===== config.mk =====
export PLATFORM = sky130hd
export DESIGN_NAME = somador_nbits_serial_flat
export DESIGN_NICKNAME = d
export VERILOG_FILES = /design/src/rtl/somador_nbits_serial_if.sv /design/src/rtl/somador_nbits_serial.sv /design/src/flat_wrapper.sv
export SDC_FILE = /design/constraint.sdc
export NUM_CORES = 1
export LEC_CHECK = 0
export CAP_MARGIN = 0
export CELL_PAD_IN_SITES_DETAIL_PLACEMENT = 0
export CELL_PAD_IN_SITES_GLOBAL_PLACEMENT = 1
export CORE_UTILIZATION = 35
export CTS_BUF_LIST = sky130_fd_sc_hd__clkbuf_8
export DETAILED_ROUTE_END_ITERATION = 8
export PLACE_DENSITY = 0.76
export SLEW_MARGIN = 10
export SYNTH_ARGS = -nofsm -noshare
export SYNTH_HDL_FRONTEND = slang
export SYNTH_SLANG_ARGS = --single-unit

===== constraint.sdc =====
create_clock -name clk -period 2.45 [get_ports clk]
set_input_delay 0.49 -clock clk [delete_from_list [all_inputs] [get_ports clk]]
set_output_delay 0.49 -clock clk [all_outputs]
set_load 0.05 [all_outputs]

===== src/rtl/somador_nbits_serial_if.sv =====
// Dual-rail operand/result bundle and 4-phase handshake for somador_nbits_serial.
// master = upstream/downstream environment, slave = the adder.
interface somador_nbits_serial_if #(
   parameter int unsigned N = 8
);
   logic [2*N-1:0] a;
   logic [2*N-1:0] b;
   logic [1:0]     cin;
   logic           ki;
   logic           ko;
   logic [2*N-1:0] soma;
   logic [1:0]     cout;
   logic           ocupado;
   logic           erro;

   modport master (
      output a, b, cin, ki,
      input  ko, soma, cout, ocupado, erro
   );

   modport slave (
      input  a, b, cin, ki,
      output ko, soma, cout, ocupado, erro
   );
endinterface


===== src/rtl/somador_nbits_serial.sv =====
// Digit-serial dual-rail adder: (A + B + cin) mod 2^N, D bits per clock,
// wrapped in a 4-phase DATA/NULL handshake with registered outputs.
module somador_nbits_serial #(
   parameter int unsigned N = 8,
   parameter int unsigned D = 2
) (
   input logic                   clk,
   input logic                   rst,
   somador_nbits_serial_if.slave bus
);
   localparam int unsigned NDIG = N / D;
   localparam int unsigned CW   = (NDIG > 1) ? $clog2(NDIG) : 1;
   localparam logic [CW-1:0] ULT = CW'(NDIG - 1);

   typedef enum logic [1:0] {ESPERA, CALC, SAIDA, LIMPA} estado_t;

   estado_t        estado_q, estado_d;
   logic [N-1:0]   a_q, a_d, b_q, b_d, sum_q, sum_d;
   logic           carry_q, carry_d;
   logic [CW-1:0]  cnt_q, cnt_d;
   logic [2*N-1:0] soma_q, soma_d;
   logic [1:0]     cout_q, cout_d;
   logic           ko_q, ko_d, ocupado_q, ocupado_d, erro_q, erro_d;

   logic [N-1:0]   a_ok, b_ok, a_il, b_il, a_bits, b_bits;
   logic           dados_ok, nulo_ok, ilegal;
   logic [D:0]     parcial;
   logic [N-1:0]   sum_prox;
   logic [2*N-1:0] soma_enc;

   for (genvar i = 0; i < N; i++) begin : g_par
      assign a_ok[i]   = bus.a[2*i+1] ^ bus.a[2*i];
      assign b_ok[i]   = bus.b[2*i+1] ^ bus.b[2*i];
      assign a_il[i]   = bus.a[2*i+1] & bus.a[2*i];
      assign b_il[i]   = bus.b[2*i+1] & bus.b[2*i];
      assign a_bits[i] = bus.a[2*i+1];
      assign b_bits[i] = bus.b[2*i+1];
      assign soma_enc[2*i+1] = sum_prox[i];
      assign soma_enc[2*i]   = ~sum_prox[i];
   end

   assign dados_ok = (&a_ok) & (&b_ok) & (bus.cin[1] ^ bus.cin[0]);
   assign nulo_ok  = ~(|bus.a) & ~(|bus.b) & ~(|bus.cin);
   assign ilegal   = (|a_il) | (|b_il) | (&bus.cin);

   // Operands shift right one digit per cycle, so the active digit is always
   // the low D bits; result digits enter sum from the top and land in place
   // after NDIG cycles.
   assign parcial  = {1'b0, a_q[D-1:0]} + {1'b0, b_q[D-1:0]} + {{D{1'b0}}, carry_q};
   assign sum_prox = (sum_q >> D) | (N'(parcial[D-1:0]) << (N - D));

   always_comb begin
      estado_d = estado_q;
      a_d      = a_q;
      b_d      = b_q;
      sum_d    = sum_q;
      carry_d  = carry_q;
      cnt_d    = cnt_q;
      soma_d   = soma_q;
      cout_d   = cout_q;
      erro_d   = erro_q | ilegal;
      case (estado_q)
         ESPERA: begin
            if (dados_ok) begin
               a_d      = a_bits;
               b_d      = b_bits;
               carry_d  = bus.cin[1];
               sum_d    = '0;
               cnt_d    = '0;
               estado_d = CALC;
            end
         end
         CALC: begin
            a_d     = a_q >> D;
            b_d     = b_q >> D;
            carry_d = parcial[D];
            sum_d   = sum_prox;
            cnt_d   = cnt_q + CW'(1);
            if (cnt_q == ULT) begin
               cnt_d    = '0;
               soma_d   = soma_enc;
               cout_d   = {parcial[D], ~parcial[D]};
               estado_d = SAIDA;
            end
         end
         SAIDA: begin
            if (!bus.ki) begin
               soma_d   = '0;
               cout_d   = '0;
               estado_d = LIMPA;
            end
         end
         LIMPA: begin
            if (nulo_ok && bus.ki) estado_d = ESPERA;
         end
         default: estado_d = ESPERA;
      endcase
      ko_d      = (estado_d == ESPERA);
      ocupado_d = (estado_d != ESPERA);
   end

   always_ff @(posedge clk or posedge rst) begin
      if (rst) begin
         estado_q  <= ESPERA;
         a_q       <= '0;
         b_q       <= '0;
         sum_q     <= '0;
         carry_q   <= 1'b0;
         cnt_q     <= '0;
         soma_q    <= '0;
         cout_q    <= '0;
         ko_q      <= 1'b1;
         ocupado_q <= 1'b0;
         erro_q    <= 1'b0;
      end else begin
         estado_q  <= estado_d;
         a_q       <= a_d;
         b_q       <= b_d;
         sum_q     <= sum_d;
         carry_q   <= carry_d;
         cnt_q     <= cnt_d;
         soma_q    <= soma_d;
         cout_q    <= cout_d;
         ko_q      <= ko_d;
         ocupado_q <= ocupado_d;
         erro_q    <= erro_d;
      end
   end

   assign bus.ko      = ko_q;
   assign bus.soma    = soma_q;
   assign bus.cout    = cout_q;
   assign bus.ocupado = ocupado_q;
   assign bus.erro    = erro_q;
endmodule


===== src/flat_wrapper.sv =====
// flat-port wrapper written by rule: the top's interface ports become plain ports
module somador_nbits_serial_flat 
#(
   parameter int unsigned N = 8,
   parameter int unsigned D = 2
)
  (clk, rst, bus_a, bus_b, bus_cin, bus_ki, bus_ko, bus_soma, bus_cout, bus_ocupado, bus_erro);
  somador_nbits_serial_if #(.N(N)) bus_i ();
  input logic clk;
  input logic rst;
  input wire logic [$bits(bus_i.a)-1:0] bus_a;
  input wire logic [$bits(bus_i.b)-1:0] bus_b;
  input wire logic [$bits(bus_i.cin)-1:0] bus_cin;
  input wire logic [$bits(bus_i.ki)-1:0] bus_ki;
  output wire logic [$bits(bus_i.ko)-1:0] bus_ko;
  output wire logic [$bits(bus_i.soma)-1:0] bus_soma;
  output wire logic [$bits(bus_i.cout)-1:0] bus_cout;
  output wire logic [$bits(bus_i.ocupado)-1:0] bus_ocupado;
  output wire logic [$bits(bus_i.erro)-1:0] bus_erro;
  assign bus_i.a = bus_a;
  assign bus_i.b = bus_b;
  assign bus_i.cin = bus_cin;
  assign bus_i.ki = bus_ki;
  assign bus_ko = bus_i.ko;
  assign bus_soma = bus_i.soma;
  assign bus_cout = bus_i.cout;
  assign bus_ocupado = bus_i.ocupado;
  assign bus_erro = bus_i.erro;
  somador_nbits_serial #(.N(N), .D(D)) u_core (.clk(clk), .rst(rst), .bus(bus_i));
endmodule

==> out/qor.csv <==
metric,value,unit
first-pass GRT wire length,11300,um
Netlist cell types,35,
via/cell ratio,4.77,
Register Area,1200,um2
GRT Residual Overflow,0,
Final Hold Fails,0,
CP top delay family,simple AND/OR/NAND/NOR gates,
clock slew at reported path FFs,90,ps
status,completed,
number of diodes,0,
width of the die,90.8,um
CTS Buf Count,5,
area of the die,8250,um2
Final setup viols,0,
Area Growth Syn to Fin,40.1,%
Async SR Flop Fraction,1.00,
CP required,2670,ps
ranking of synthesized cells by area,"dfrtp_1, ha_1, o21ai_1, inv_1, a31oi_1",
Min-Delay Path Class,register to register,
CP Launch Type,input port,
Worst-Margin Slew,591,ps
initial antenna violation count,0,
"top cells by count, synth","dfrtp_1, inv_1, ha_1",
area used by multi-input combinational logic,1350,um2
unrepaired setup endpoints after global routing,no,
syn nets,356,
Synth warnings,0,
Comb power frac,0.165,
nature of the critical path endpoint,register,
Cell Int Power,1.24,mW
largest net degree at the start of global routing,49,
post-synth top area cell,dfrtp_1,
Crit-path slowest cell,or4_4,
drt first pass iters,4,
Initial Utilization,0.359,
CTS tree,yes,
most numerous cell in the Yosys netlist,dfrtp_1,
routed length per instance,13.4,um
final core occ,0.503,
Seq cells post-synth,48,
Post-synth EDFFs,0,
Finished Layout Cells,480,
number of placed cells counting well taps,471,
Die H,90.8,um
highest clock rate,0.420,GHz
CTS Hold Bufs,0,
ys flop type,dfrtp_1,
I/O pin total,58,
slew margin rel.,0.606,
setup TNS,0,ps
root buffer cell,clkbuf_8,
Netlist Area Pre-Place,2760,um2
clock insertion delay at the later pin of the skew report,300,ps
Routed WL,6430,um
DR DRC count,0,
CTS sink count,48,
Filler cells,762,
power density over the cells,422,nW/um2
crit path cell chain,clkdlybuf4s50_1 -> inv_1 -> ha_1 -> nand4_1 -> or4_4 -> buf_6 -> nor3_4 -> mux2i_1,
Synth top area share,0.426,
Tmin final,2380,ps
Initial DRC Count,123,
vias in the first global route,2376,
synthesized area per cell,9.80,um2
worst path bufs/invs,3,
worst hold slack,482,ps
clock skew,15.6,ps
Antenna Violating Nets Remaining,0,
RD Place Congestion,0.845,
arrival time worst endpoint,2600,ps
core area,7690,um2
Pleak,1.85,nW
PortBufs,57,
Setup CP Type,input port to register,
max cap viols,0,
Max Root-Sink Buffers,2,
FP Rows,32,
Slew Limit Fails,0,
Post-Syn Instances,282,
total power,1.63,mW
ratio of final minimum period to clock period,0.972,
Final nets,451,
VDD IR-drop max,0.204,mV
Switch Pwr,0.394,mW
DR vias,2288,
crit path max fanout,9,
CTS H-tree depth,2,
share of layout cells above drive strength 1,0.169,
Seq pwr share,0.497,
GRT Overall Usage,0.171,
Switching Share,0.241,
HPWL Detailed,5250,um
Reg2Reg Setup Slack,740,ps
CP peak stage delay,570,ps
sequential fraction of the synthesis area,0.435,
Clock power frac,0.339,
## cell usage in the layout, fill, tap and decap left out, types with 2 or more instances in the layout
| cell type | n |
|---|---|
| nand2b_1 | 2 |
| dfrtp_1 | 47 |
| fa_1 | 2 |
| o21ai_1 | 28 |
| clkdlybuf4s50_1 | 57 |
| o311ai_1 | 3 |
| buf_4 | 43 |
| nand4_1 | 6 |
| inv_2 | 2 |
| a31oi_1 | 14 |
| buf_12 | 2 |
| clkbuf_8 | 5 |
| nand3_1 | 2 |
| or3_1 | 2 |
| a22o_1 | 9 |
| a21oi_1 | 14 |
| o211ai_2 | 3 |
| inv_1 | 37 |
| nor4_1 | 3 |
| nand2_1 | 17 |
| o2bb2ai_1 | 9 |
| nor2_1 | 16 |
| or4_1 | 2 |
| nor3_1 | 4 |
| ha_1 | 35 |
## cells by family after synthesis
group / after synthesis / share of synthesized area
AOI/OAI and AO/OA: 85 / 0.203
and+or+nand+nor: 58 / 0.106
buffers and inverters: 53 / 0.0793
DFF: 48 / 0.435
adders and majority gates: 37 / 0.173
muxes: 1 / 0.00362
## power by group through the flow
stage | logic (mW) | clock network, mW | registers [mW]
2_1_floorplan | 0.0689 | 0 | 0.867
3_3_place_gp | 0.270 | 0 | 0.826
3_5_place_dp | 0.273 | 0 | 0.826
4_1_cts | 0.274 | 0.570 | 0.810
5_1_grt | 0.296 | 0.604 | 0.812
6_report | 0.268 | 0.553 | 0.810
## state kept, by name, summed over array words and instances (netlist names)
signal and count:
u_core.b_q 8, u_core.cnt_q 2, u_core.carry_q 1, u_core.sum_q 6
u_core.bus.soma 16, u_core.bus.ocupado 1, u_core.bus.ko 1, u_core.a_q 8
u_core.bus.erro 1, u_core.estado_q 2, u_core.bus.cout 2
## per-stage QoR
step	cell area (um2)	setup slack (ps)
after global placement	3750	-201
final	3870	69.2
after CTS	3850	26.7
after global routing	3870	6.90
after detailed placement	3750	-286
after floorplan	2760	387
## cell type report
type | instances | share of cell area
Inverter | 38 | 0.0369
Clock inverter | 3 | 0.0100
Timing Repair Buffer | 103 | 0.244
Tap cell | 102 | 0.0330
Sequential cell | 48 | 0.311
Clock buffer | 5 | 0.0178
Multi-Input combinational cell | 181 | 0.348
## timing repair
item / 4_1_cts / 5_1_grt
endpoints found under the setup margin: 0 / 6
gates resized for setup: 0 / 2
buffers inserted: 0 / 1
hold endpoints to repair: 0 / 0
## final timing paths
kind	cells after the start	from	end
max	8	bus_b[4]	u_core.a_q[6]$_DFFE_PP0P_
min	1	u_core.sum_q[3]$_DFFE_PP0P_	u_core.bus.soma[2]$_DFFE_PP0P_
max reg2reg	5	u_core.estado_q[1]$_DFF_PP0_	u_core.a_q[6]$_DFFE_PP0P_
min reg2reg	1	u_core.sum_q[3]$_DFFE_PP0P_	u_core.bus.soma[2]$_DFFE_PP0P_
max in group asynchronous	3	rst	u_core.bus.cout[0]$_DFFE_PP0P_
min in group asynchronous	3	rst	u_core.bus.soma[1]$_DFFE_PP0P_
## per-layer routing
metal  routed length (um)  vias up  share of wire  global-route usage
met5                    0        -              0                   0
met4                   54        0         0.0084              0.0357
met3                  234        5          0.036              0.0303
met2                 3080       54           0.48               0.291
met1                 3060     1056           0.48               0.228
li1                     -     1173              -                   -
No activity file was read; power rests on OpenSTA's default activity.
